### src/rtl/axil_pkg.sv
// Shared definitions for the audio controller's AXI4-Lite style write path:
// response codes and the write-slave state encoding.
package axil_pkg;

  localparam logic [1:0] RESP_OKAY   = 2'b00;
  localparam logic [1:0] RESP_SLVERR = 2'b10;

  typedef enum logic [1:0] {
    INIT,
    ACCEPT,
    RESP
  } state_t;

endpackage

### src/rtl/axil_reg_write_slave_if.sv
// Write-only AXI4-Lite style bus: AW, W and B channels with master/slave views.
interface axil_reg_write_slave_if #(
  parameter int ADDR_W = 4,
  parameter int DATA_W = 7
);
  logic [ADDR_W-1:0] AWADDR;
  logic              AWVALID;
  logic              AWREADY;
  logic [DATA_W-1:0] WDATA;
  logic              WVALID;
  logic              WREADY;
  logic              BVALID;
  logic [1:0]        BRESP;
  logic              BREADY;

  modport master (
    output AWADDR, AWVALID, WDATA, WVALID, BREADY,
    input  AWREADY, WREADY, BVALID, BRESP
  );

  modport slave (
    input  AWADDR, AWVALID, WDATA, WVALID, BREADY,
    output AWREADY, WREADY, BVALID, BRESP
  );
endinterface

### src/rtl/axil_reg_bank.sv
// NUM_REGS x DATA_W register bank with a single write port, exported flat.
module axil_reg_bank #(
  parameter int                ADDR_W    = 4,
  parameter int                DATA_W    = 7,
  parameter int                NUM_REGS  = 16,
  parameter logic [DATA_W-1:0] RESET_VAL = '0
) (
  input  logic                       ACLK,
  input  logic                       reset,
  input  logic                       we,
  input  logic [ADDR_W-1:0]          waddr,
  input  logic [DATA_W-1:0]          wdata,
  output logic [NUM_REGS*DATA_W-1:0] regs
);

  logic [DATA_W-1:0] mem [NUM_REGS];

  // we is only raised for in-range addresses, so no bound check is needed here
  always_ff @(posedge ACLK or posedge reset) begin
    if (reset) begin
      for (int i = 0; i < NUM_REGS; i++) mem[i] <= RESET_VAL;
    end else if (we) begin
      for (int i = 0; i < NUM_REGS; i++) begin
        if (int'(waddr) == i) mem[i] <= wdata;
      end
    end
  end

  for (genvar g = 0; g < NUM_REGS; g++) begin : g_flat
    assign regs[g*DATA_W +: DATA_W] = mem[g];
  end

endmodule

### src/rtl/axil_reg_write_slave.sv
// Write-only AXI4-Lite style slave: AW and W accepted independently, committed
// together into a register bank, with SLVERR for unmapped addresses.
module axil_reg_write_slave
  import axil_pkg::*;
#(
  parameter int                ADDR_W    = 4,
  parameter int                DATA_W    = 7,
  parameter int                NUM_REGS  = 16,
  parameter logic [DATA_W-1:0] RESET_VAL = '0
) (
  input  logic                       ACLK,
  input  logic                       reset,
  axil_reg_write_slave_if.slave      bus,
  output logic                       wr_en,
  output logic [ADDR_W-1:0]          wr_addr,
  output logic [DATA_W-1:0]          wr_data,
  output logic [NUM_REGS*DATA_W-1:0] regs
);

  if (NUM_REGS > (1 << ADDR_W)) begin : g_bad_params
    $error("axil_reg_write_slave: NUM_REGS exceeds 2**ADDR_W");
  end

  state_t            state, state_n;
  logic              aw_held, aw_held_n;
  logic              w_held, w_held_n;
  logic [ADDR_W-1:0] aw_addr, aw_addr_n;
  logic [DATA_W-1:0] w_data, w_data_n;
  logic              awready, awready_n;
  logic              wready, wready_n;
  logic              bvalid, bvalid_n;
  logic [1:0]        bresp, bresp_n;
  logic              wr_en_n;
  logic [ADDR_W-1:0] wr_addr_n;
  logic [DATA_W-1:0] wr_data_n;
  logic              bank_we;

  logic              aw_hs, w_hs, aw_take, w_take, in_range;
  logic [ADDR_W-1:0] addr_sel;
  logic [DATA_W-1:0] data_sel;

  // A handshake completing this cycle counts as held, so a same-edge AW+W commits at once
  assign aw_hs    = bus.AWVALID & awready;
  assign w_hs     = bus.WVALID & wready;
  assign aw_take  = aw_held | aw_hs;
  assign w_take   = w_held | w_hs;
  assign addr_sel = aw_hs ? bus.AWADDR : aw_addr;
  assign data_sel = w_hs ? bus.WDATA : w_data;
  assign in_range = int'(addr_sel) < NUM_REGS;

  always_comb begin
    state_n   = state;
    aw_held_n = aw_held;
    w_held_n  = w_held;
    aw_addr_n = aw_addr;
    w_data_n  = w_data;
    awready_n = 1'b0;
    wready_n  = 1'b0;
    bvalid_n  = bvalid;
    bresp_n   = bresp;
    wr_en_n   = 1'b0;
    wr_addr_n = wr_addr;
    wr_data_n = wr_data;
    bank_we   = 1'b0;
    case (state)
      INIT: begin
        state_n   = ACCEPT;
        awready_n = 1'b1;
        wready_n  = 1'b1;
      end
      ACCEPT: begin
        if (aw_hs) begin
          aw_held_n = 1'b1;
          aw_addr_n = bus.AWADDR;
        end
        if (w_hs) begin
          w_held_n = 1'b1;
          w_data_n = bus.WDATA;
        end
        if (aw_take && w_take) begin
          state_n   = RESP;
          aw_held_n = 1'b0;
          w_held_n  = 1'b0;
          bvalid_n  = 1'b1;
          bresp_n   = in_range ? RESP_OKAY : RESP_SLVERR;
          wr_en_n   = in_range;
          bank_we   = in_range;
          wr_addr_n = addr_sel;
          wr_data_n = data_sel;
        end else begin
          awready_n = ~aw_take;
          wready_n  = ~w_take;
        end
      end
      RESP: begin
        if (bus.BREADY) begin
          state_n   = ACCEPT;
          bvalid_n  = 1'b0;
          bresp_n   = RESP_OKAY;
          awready_n = 1'b1;
          wready_n  = 1'b1;
        end
      end
      default: state_n = INIT;
    endcase
  end

  always_ff @(posedge ACLK or posedge reset) begin
    if (reset) begin
      state   <= INIT;
      aw_held <= 1'b0;
      w_held  <= 1'b0;
      aw_addr <= '0;
      w_data  <= '0;
      awready <= 1'b0;
      wready  <= 1'b0;
      bvalid  <= 1'b0;
      bresp   <= RESP_OKAY;
      wr_en   <= 1'b0;
      wr_addr <= '0;
      wr_data <= '0;
    end else begin
      state   <= state_n;
      aw_held <= aw_held_n;
      w_held  <= w_held_n;
      aw_addr <= aw_addr_n;
      w_data  <= w_data_n;
      awready <= awready_n;
      wready  <= wready_n;
      bvalid  <= bvalid_n;
      bresp   <= bresp_n;
      wr_en   <= wr_en_n;
      wr_addr <= wr_addr_n;
      wr_data <= wr_data_n;
    end
  end

  assign bus.AWREADY = awready;
  assign bus.WREADY  = wready;
  assign bus.BVALID  = bvalid;
  assign bus.BRESP   = bresp;

  axil_reg_bank #(
    .ADDR_W   (ADDR_W),
    .DATA_W   (DATA_W),
    .NUM_REGS (NUM_REGS),
    .RESET_VAL(RESET_VAL)
  ) u_bank (
    .ACLK (ACLK),
    .reset(reset),
    .we   (bank_we),
    .waddr(addr_sel),
    .wdata(data_sel),
    .regs (regs)
  );

endmodule

### src/flat_wrapper.sv
// flat-port wrapper written by rule: the top's interface ports become plain ports
module axil_reg_write_slave_flat import axil_pkg::*;
#(
  parameter int                ADDR_W    = 4,
  parameter int                DATA_W    = 7,
  parameter int                NUM_REGS  = 16,
  parameter logic [DATA_W-1:0] RESET_VAL = '0
)
  (ACLK, reset, wr_en, wr_addr, wr_data, regs, bus_AWADDR, bus_AWVALID, bus_WDATA, bus_WVALID, bus_BREADY, bus_AWREADY, bus_WREADY, bus_BVALID, bus_BRESP);
  axil_reg_write_slave_if #(.ADDR_W(ADDR_W), .DATA_W(DATA_W)) bus_i ();
  input  logic ACLK;
  input  logic reset;
  output logic wr_en;
  output logic [ADDR_W-1:0] wr_addr;
  output logic [DATA_W-1:0] wr_data;
  output logic [NUM_REGS*DATA_W-1:0] regs;
  input wire logic [$bits(bus_i.AWADDR)-1:0] bus_AWADDR;
  input wire logic [$bits(bus_i.AWVALID)-1:0] bus_AWVALID;
  input wire logic [$bits(bus_i.WDATA)-1:0] bus_WDATA;
  input wire logic [$bits(bus_i.WVALID)-1:0] bus_WVALID;
  input wire logic [$bits(bus_i.BREADY)-1:0] bus_BREADY;
  output wire logic [$bits(bus_i.AWREADY)-1:0] bus_AWREADY;
  output wire logic [$bits(bus_i.WREADY)-1:0] bus_WREADY;
  output wire logic [$bits(bus_i.BVALID)-1:0] bus_BVALID;
  output wire logic [$bits(bus_i.BRESP)-1:0] bus_BRESP;
  assign bus_i.AWADDR = bus_AWADDR;
  assign bus_i.AWVALID = bus_AWVALID;
  assign bus_i.WDATA = bus_WDATA;
  assign bus_i.WVALID = bus_WVALID;
  assign bus_i.BREADY = bus_BREADY;
  assign bus_AWREADY = bus_i.AWREADY;
  assign bus_WREADY = bus_i.WREADY;
  assign bus_BVALID = bus_i.BVALID;
  assign bus_BRESP = bus_i.BRESP;
  axil_reg_write_slave #(.ADDR_W(ADDR_W), .DATA_W(DATA_W), .NUM_REGS(NUM_REGS), .RESET_VAL(RESET_VAL)) u_core (.ACLK(ACLK), .reset(reset), .bus(bus_i), .wr_en(wr_en), .wr_addr(wr_addr), .wr_data(wr_data), .regs(regs));
endmodule
### config.mk
export PLATFORM = sky130hd
export DESIGN_NAME = axil_reg_write_slave_flat
export DESIGN_NICKNAME = d
export VERILOG_FILES = /design/src/rtl/axil_pkg.sv /design/src/rtl/axil_reg_write_slave_if.sv /design/src/rtl/axil_reg_bank.sv /design/src/rtl/axil_reg_write_slave.sv /design/src/flat_wrapper.sv
export SDC_FILE = /design/constraint.sdc
export NUM_CORES = 1
export LEC_CHECK = 0
export CAP_MARGIN = 20
export CORE_MARGIN = 8
export CORE_UTILIZATION = 63
export DETAILED_ROUTE_END_ITERATION = 8
export DONT_BUFFER_PORTS = 1
export PLACE_DENSITY = 0.84
export SYNTH_ARGS = -nofsm -noshare
export SYNTH_HDL_FRONTEND = slang
export SYNTH_SLANG_ARGS = --single-unit
### constraint.sdc
create_clock -name ACLK -period 4.43 [get_ports ACLK]
set_input_delay 0.2215 -clock ACLK [delete_from_list [all_inputs] [get_ports ACLK]]
set_output_delay 0.2215 -clock ACLK [all_outputs]
set_load 0.01 [all_outputs]
==> run_results.csv, run 1 <==
group,metric,value,unit
synth,synthesis.area,0.00578,sq mm
routing,dr_wl_met2,6770,um
floorplan,dieArea,0.0125,sq mm
setup_path,critPathKind,"reg2reg",
global_routing,grt_max_degree,103,
clock_tree,htree_levels,4,
global_routing,grt.overflow.total,0,
synth,synthCells,371,
clock_tree,clock_sinks,142,
sta,tns,0,ns
finish,drive_gt1_share,47.4,%
placement,place_congestion,0.765,
routing,route.detailed.drc,0,
job,maxCapViolations,0,
finish,antenna_cells,0,
global_routing,grt_pass1_vias,3496,
sta,slew_headroom,40.6,%
routing,wire_per_inst,26.2,um
sta,min_period,2.33,ns
synth,async_flop_share,100,%
synth,synth-seq-cells,142,
floorplan,die_h,112,um
floorplan,dieWidth,112,um
routing,vias_per_cell,6.25,
placement,port_buffers,0,
clock_tree,cts_buffers,17,
power,ir_drop,0.435,mV
power,total_leakage_power,0.00309,uW
sta,setup-violations-final,0,
floorplan,start_util,63.8,%
sta,rsz0062_at_grt,"false",
sta,finalHoldViolCount,0,
outcome,outcome,"complete, no violations",
clock_tree,cts.path.max_buffers,2,
global_routing,grt_usage,22.0,%
min_path,hold_path.class,"in2reg",
setup_path,cpLargestDelayFamily,"simple AND/OR/NAND/NOR gates",
synth,ys_types,37,
clock_tree,cts_tree,"yes",
sta,slew_violations,0,
sta,clock.fmax,429,MHz
setup_path,cpMaxStageDelayCell,"dfrtp_1",
global_routing,grt_pass1_wl,21100,um
setup_path,startpoint_type,"register",
routing,vias,3200,
setup_path,worst-endpoint-required,4.81,ns
power,power,5150,uW
clock_tree,cts_resized,0,
setup_path,cp-end-kind,"register",
routing,top_layer,"met4",
routing,wl,13400,um
setup_path,crit_chain,"nand3_1 -> a211oi_4 -> and3_1 -> mux2_2",
sta,worstMarginPinSlew,0.891,ns
floorplan,num_rows,35,
clock_tree,cts_root_buf,"clkbuf_8",
synth,ys.flop_type,"dfrtp_1",
routing,wl_met3,1330,um
finish,fin_nets,404,
clock_tree,clkLatencyLatePin,0.50,ns
clock_tree,clkSlewWorstSetupHoldPaths,0.07,ns
placement,dp_hpwl,8990,um
routing,drt_iter0_drc,142,
setup_path,crit_arrival,2.71,ns
power,power.density,785,mW/mm^2
sta,clock_skew,0.00906,ns
routing,detail-route-antenna-nets,0,
sta,fin_hold_ws,0.0197,ns
sta,fin_crit_sh,52.7,%
setup_path,cp_num_buf_inv,0,
routing,dr.pass1.iters,4,
setup_path,cp_slowest_stage_delay,0.61,ns
global_routing,antenna_found_initial,0,
synth,synth_seq_area_share,61.5,%
finish,syn2layout_area_growth,13.6,%
floorplan,core,0.00906,sq mm
synth,avgSynthCellArea,15.6,sq um
routing,wl_met1,5140,um
synth,synth_edf_count,0,
floorplan,ios,145,
setup_path,cp_max_fo,10,
finish,num-fill-cells,569,
synth,yosysWarnings,0,
==> final timing paths <==
kind	start	end	slack, ns	cells past startpoint
max	u_core.bus.AWREADY$_DFF_PP0_	u_core.u_bank.regs[52]$_DFFE_PP0P_	2.10	4
min	bus_BREADY	u_core.state[1]$_DFFE_PP0P_	0.02	2
max reg2reg	u_core.bus.AWREADY$_DFF_PP0_	u_core.u_bank.regs[52]$_DFFE_PP0P_	2.10	4
min reg2reg	u_core.w_data[5]$_DFFE_PP0P_	u_core.w_data[5]$_DFFE_PP0P_	0.50	1
max in group asynchronous	reset	u_core.u_bank.regs[106]$_DFFE_PP0P_	2.92	3
min in group asynchronous	reset	u_core.wr_addr[0]$_DFFE_PP0P_	0.40	2
==> per-layer routing <==
layer,global-route usage [%],vias up
li1,-,1362
met1,24.1,1705
met2,37.0,117
met3,10.6,16
met4,6.93,0
met5,0,-
==> power by group <==
group	switching (uW)	internal (uW)
clock	548	910
combinational	633	594
sequential	650	1810
==> repair_timing <==
action,CTS,global route
hold buffers,15,0
endpoints found under the setup margin,0,0
setup buffers,0,0
endpoints found under the hold margin,120,0
==> area by class of cell <==
type                    instances  area [sq um]  share of cell area [%]
flip-flops and latches        142          3550                    54.1
clock buffers                  21           459                    7.00
clock inverters                11           154                    2.34
repair buffers                 17           165                    2.52
multi-input cells             207          2080                    31.6
well taps                     111           139                    2.12
inverters                       3          16.3                   0.248
==> registers in the layout, summed over array words and instances, names as in the netlist <==
signal	count
u_core.aw_addr	4
u_core.aw_held	1
u_core.w_held	1
u_core.bus.BVALID	1
u_core.u_bank.regs	112
u_core.bus.AWREADY	1
u_core.wr_data	7
u_core.w_data	7
u_core.state	2
u_core.bus.WREADY	1
u_core.wr_addr	4
u_core.wr_en	1
==> worst register-to-register path, cell delays in order, from the launching register on <==
cell      delay, ns
dfrtp_1        0.61
nand3_1        0.26
a211oi_4       0.51
and3_1         0.43
mux2_2         0.39
==> synthesized netlist by cell type (2+ instances only) <==
master / count / area share (%)
a21oi_1: 5 / 0.43
a21o_1: 3 / 0.39
a31oi_1: 2 / 0.22
and3_1: 6 / 0.65
mux2_4: 8 / 2.1
mux2i_1: 2 / 0.35
nand4b_1: 2 / 0.30
clkbuf_1: 7 / 0.45
buf_4: 5 / 0.65
nand2b_1: 4 / 0.43
nand3_2: 11 / 1.9
dfrtp_1: 142 / 61
nor2_1: 7 / 0.45
a21bo_2: 2 / 0.35
o21ai_1: 3 / 0.26
nand2_1: 3 / 0.19
buf_2: 2 / 0.17
nand3_1: 3 / 0.26
buf_6: 6 / 1.2
inv_1: 3 / 0.19
mux2_2: 129 / 25
==> stage by stage <==
step / cell area, sq um / util (%) / instances / setup WS [ns]
floorplan: 5780 / - / 372 / 0.399
global placement: 5800 / 64.0 / 465 / 2.21
detailed placement: 5800 / 64.0 / 465 / 2.13
CTS: 6560 / 72.4 / 512 / 2.11
global route: 6560 / 72.4 / 512 / 1.96
finish: 6560 / 72.4 / 512 / 2.10
==> kinds of logic (layout without fill, tap and decap cells) <==
| group | Yosys count | in the layout | synth area share [%] |
|---|---|---|---|
| DFF | 142 | 142 | 61.5 |
| muxes | 140 | 140 | 27.8 |
| and+or+nand+nor | 45 | 45 | 5.41 |
| buffers and inverters | 23 | 52 | 2.64 |
| AOI/OAI and AO/OA | 20 | 20 | 2.64 |
| other | 1 | 2 | 0.0649 |
==> cell usage in the layout, fill, tap and decap left out, types with 2 or more instances in the layout <==
cell type      count
buf_4              2
a21bo_2            2
nand2b_1           4
nor2_1             7
bufinv_16          3
dlygate4sd3_1     15
a21o_1             3
nand4b_1           2
inv_6              4
o21ai_1            3
nand3_1            3
mux2_2           129
and3_1             6
inv_1              2
clkbuf_8           4
mux2i_1            2
clkbuf_16         16
dfrtp_1          142
nand2_1            3
clkinvlp_4         2
a31oi_1            2
mux2_4             8
clkinv_4           2
a21oi_1            5
nand3_2           11
conb_1             2
Note: power is estimated with default switching activity, not from simulation.
==> run 2: changes to the inputs <==
ABC_AREA = 1   (was not set)
clock period = 2.15 ns   (was 4.43 ns; I/O delays follow)
==> run 2 against run 1 <==
  * Critical endpoint is now u_core.u_bank.regs[78]$_DFFE_PP0P_
  * Cell area increased by 6.7%
  * Wire length increased by 25%
  * Sequential cell count unchanged
==> run_results.csv, run 2 <==
group,metric,value,unit
finish,final_cells,828,
global_routing,grt_pass1_vias,4868,
clock_tree,htree_levels,4,
routing,wire_per_inst,20.3,um
floorplan,core,0.00968,sq mm
synth,synthCells,681,
global_routing,grt_util_met1,30.7,%
setup_path,reg2reg_slack,0.02,ns
synth,yosysMostFrequentCell,"nand2_1",
sta,clock.fmax,469,MHz
routing,drt_iter0_drc,522,
synth,synthesis.area,0.00621,sq mm
routing,vias,4912,
floorplan,num_rows,36,
synth,ys_types,25,
synth,synth_top_cells_by_count,"288 x nand2_1, 142 x dfrtp_1, 122 x nand3_1",
power,p_int,6460,uW
power,power.density,1610,mW/mm^2
power,pwr-share-comb,30.9,%
global_routing,grt_pass1_wl,26700,um
routing,detail-route-antenna-nets,0,
power,sequentialPowerShare,42.6,%
finish,num-fill-cells,668,
synth,synth_seq_area_share,57.2,%
clock_tree,cts_root_buf,"clkbuf_8",
setup_path,cp_max_fo,18,
finish,antenna_cells,0,
global_routing,grt_max_degree,68,
clock_tree,cts.path.max_buffers,2,
routing,vias_per_cell,5.93,
global_routing,grt.overflow.total,0,
clock_tree,clkSlewWorstSetupHoldPaths,0.06,ns
power,total_leakage_power,0.00367,uW
synth,avgSynthCellArea,9.12,sq um
finish,fin_nets,700,
synth,async_flop_share,100,%
clock_tree,clock_sinks,142,
sta,fin_crit_sh,99.3,%
sta,rsz0062_at_grt,"true",
placement,dp.cells,790,
synth,yosysWarnings,0,
routing,wl,16800,um
min_path,hold_path.class,"in2reg",
sta,tns,0,ns
power,switchingPower,4810,uW
global_routing,antenna_found_initial,0,
finish,mostFrequentLayoutCell,"nand2_1",
routing,route.detailed.drc,0,
sta,finalHoldViolCount,0,
synth,yosysTopAreaCell,"dfrtp_1",
routing,dr.pass1.iters,6,
floorplan,dieArea,0.0133,sq mm
global_routing,grtUsageMet2,42.1,%
job,maxCapViolations,0,
placement,place_congestion,0.804,
global_routing,grt_usage,26.4,%
power,clkPwrFrac,26.5,%
floorplan,ios,145,
global_routing,met3_usage,10.6,%
min_path,holdPathStages,4,
sta,clock_skew,0.00687,ns
synth,synth-seq-cells,142,
setup_path,critPathKind,"reg2reg",
finish,largest_register_ff_count,112,
placement,dp_hpwl,11100,um
synth,synth_edf_count,0,
setup_path,reg2reg_depth,5,
sta,fin_hold_ws,0.0170,ns
finish,drive_gt1_share,12.9,%
power,ir_drop,1.17,mV
outcome,outcome,"complete, no violations",
sta,min_period,2.13,ns
finish,layout_common_cells,"288 x nand2_1, 141 x dfrtp_1, 122 x nand3_1",
synth,ys.flop_type,"dfrtp_1",
setup_path,crit_arrival,2.59,ns
floorplan,start_util,64.1,%
synth,synth_top_cell_area_share,57.2,%
finish,syn2layout_area_growth,12.8,%
clock_tree,clkLatencyLatePin,0.53,ns
synth,yosys-top-cells-area,"dfrtp_1 57%, nand2_1 17%, nand3_1 9.8%",
global_routing,top_usage_layer,"met2",
clock_tree,cts_buffers,17,
clock_tree,cts_tree,"yes",
setup_path,worst-endpoint-required,2.61,ns
sta,setup-violations-final,0,
sta,slew_violations,0,
floorplan,die_h,115,um
sta,worstMarginPinSlew,1.11,ns
setup_path,cp-end-kind,"register",
sta,slew_headroom,25.9,%
setup_path,startpoint_type,"register",
placement,port_buffers,0,
power,switching_share,42.7,%
floorplan,dieWidth,115,um
==> run 2: layout make-up <==
cell class	count	area (sq um)	area share [%]
multi-input cells	479	2330	33.3
inverters	23	90.1	1.29
repair buffers	21	263	3.75
well taps	133	166	2.38
clock buffers	19	432	6.16
flip-flops and latches	142	3550	50.8
clock inverters	11	168	2.39
==> run 2: critical path, cell delays in order (launching register included) <==
cell	delay, ns
dfrtp_1	0.42
nand2_1	0.16
inv_1	0.24
o21ai_2	0.92
nand3_1	0.19
nand2_1	0.13
==> run 2: cells by family (layout without fill, tap and decap cells) <==
group,Yosys count,count (layout),synth area share (%)
compound gates,29,29,2.80
buf+inv,62,74,5.60
flops,142,142,57.2
other cells,1,2,0.0604
simple gates,447,448,34.3
==> run 2: worst paths after layout <==
kind / from / end
max: u_core.bus.WREADY$_DFF_PP0_ / u_core.u_bank.regs[78]$_DFFE_PP0P_
min: bus_AWADDR[0] / u_core.aw_addr[0]$_DFFE_PP0P_
max reg2reg: u_core.bus.WREADY$_DFF_PP0_ / u_core.u_bank.regs[78]$_DFFE_PP0P_
min reg2reg: u_core.w_data[0]$_DFFE_PP0P_ / u_core.w_data[0]$_DFFE_PP0P_
max in group asynchronous: reset / u_core.bus.AWREADY$_DFF_PP0_
min in group asynchronous: reset / u_core.u_bank.regs[13]$_DFFE_PP0P_
==> run 2: power groups by stage <==
stage / Sequential, uW / Combinational [uW] / Clock (uW)
3_5_place_dp: 4830 / 3380 / 0
6_report: 4800 / 3490 / 2990
4_1_cts: 4810 / 3420 / 3010
2_1_floorplan: 4490 / 2640 / 0
3_3_place_gp: 4800 / 3220 / 0
5_1_grt: 4900 / 3820 / 3160
==> run 2: what timing repair did <==
action	4_1_cts	5_1_grt
hold buffers	7	0
buffers inserted	0	0
endpoints found under the setup margin	0	63
endpoints found under the hold margin	157	0
gates resized for setup	0	1
==> run 2: metal layers <==
| metal | routed length, um | vias to the layer above |
|---|---|---|
| met3 | 1920 | 38 |
| li1 | - | 2191 |
| met5 | 0 | - |
| met1 | 6020 | 2419 |
| met2 | 8450 | 264 |
| met4 | 433 | 0 |
==> run 2: metrics by stage <==
stage | cell area [sq um] | utilization (%) | power, uW | setup slack, ns
2_1_floorplan | 6220 | - | 7130 | 0.265
3_3_place_gp | 6320 | 65.3 | 8010 | 0.0713
3_5_place_dp | 6320 | 65.3 | 8210 | 0.0147
4_1_cts | 6990 | 72.2 | 11200 | 0.00238
5_1_grt | 7000 | 72.3 | 11900 | -0.115
6_report | 7000 | 72.3 | 11300 | 0.0159
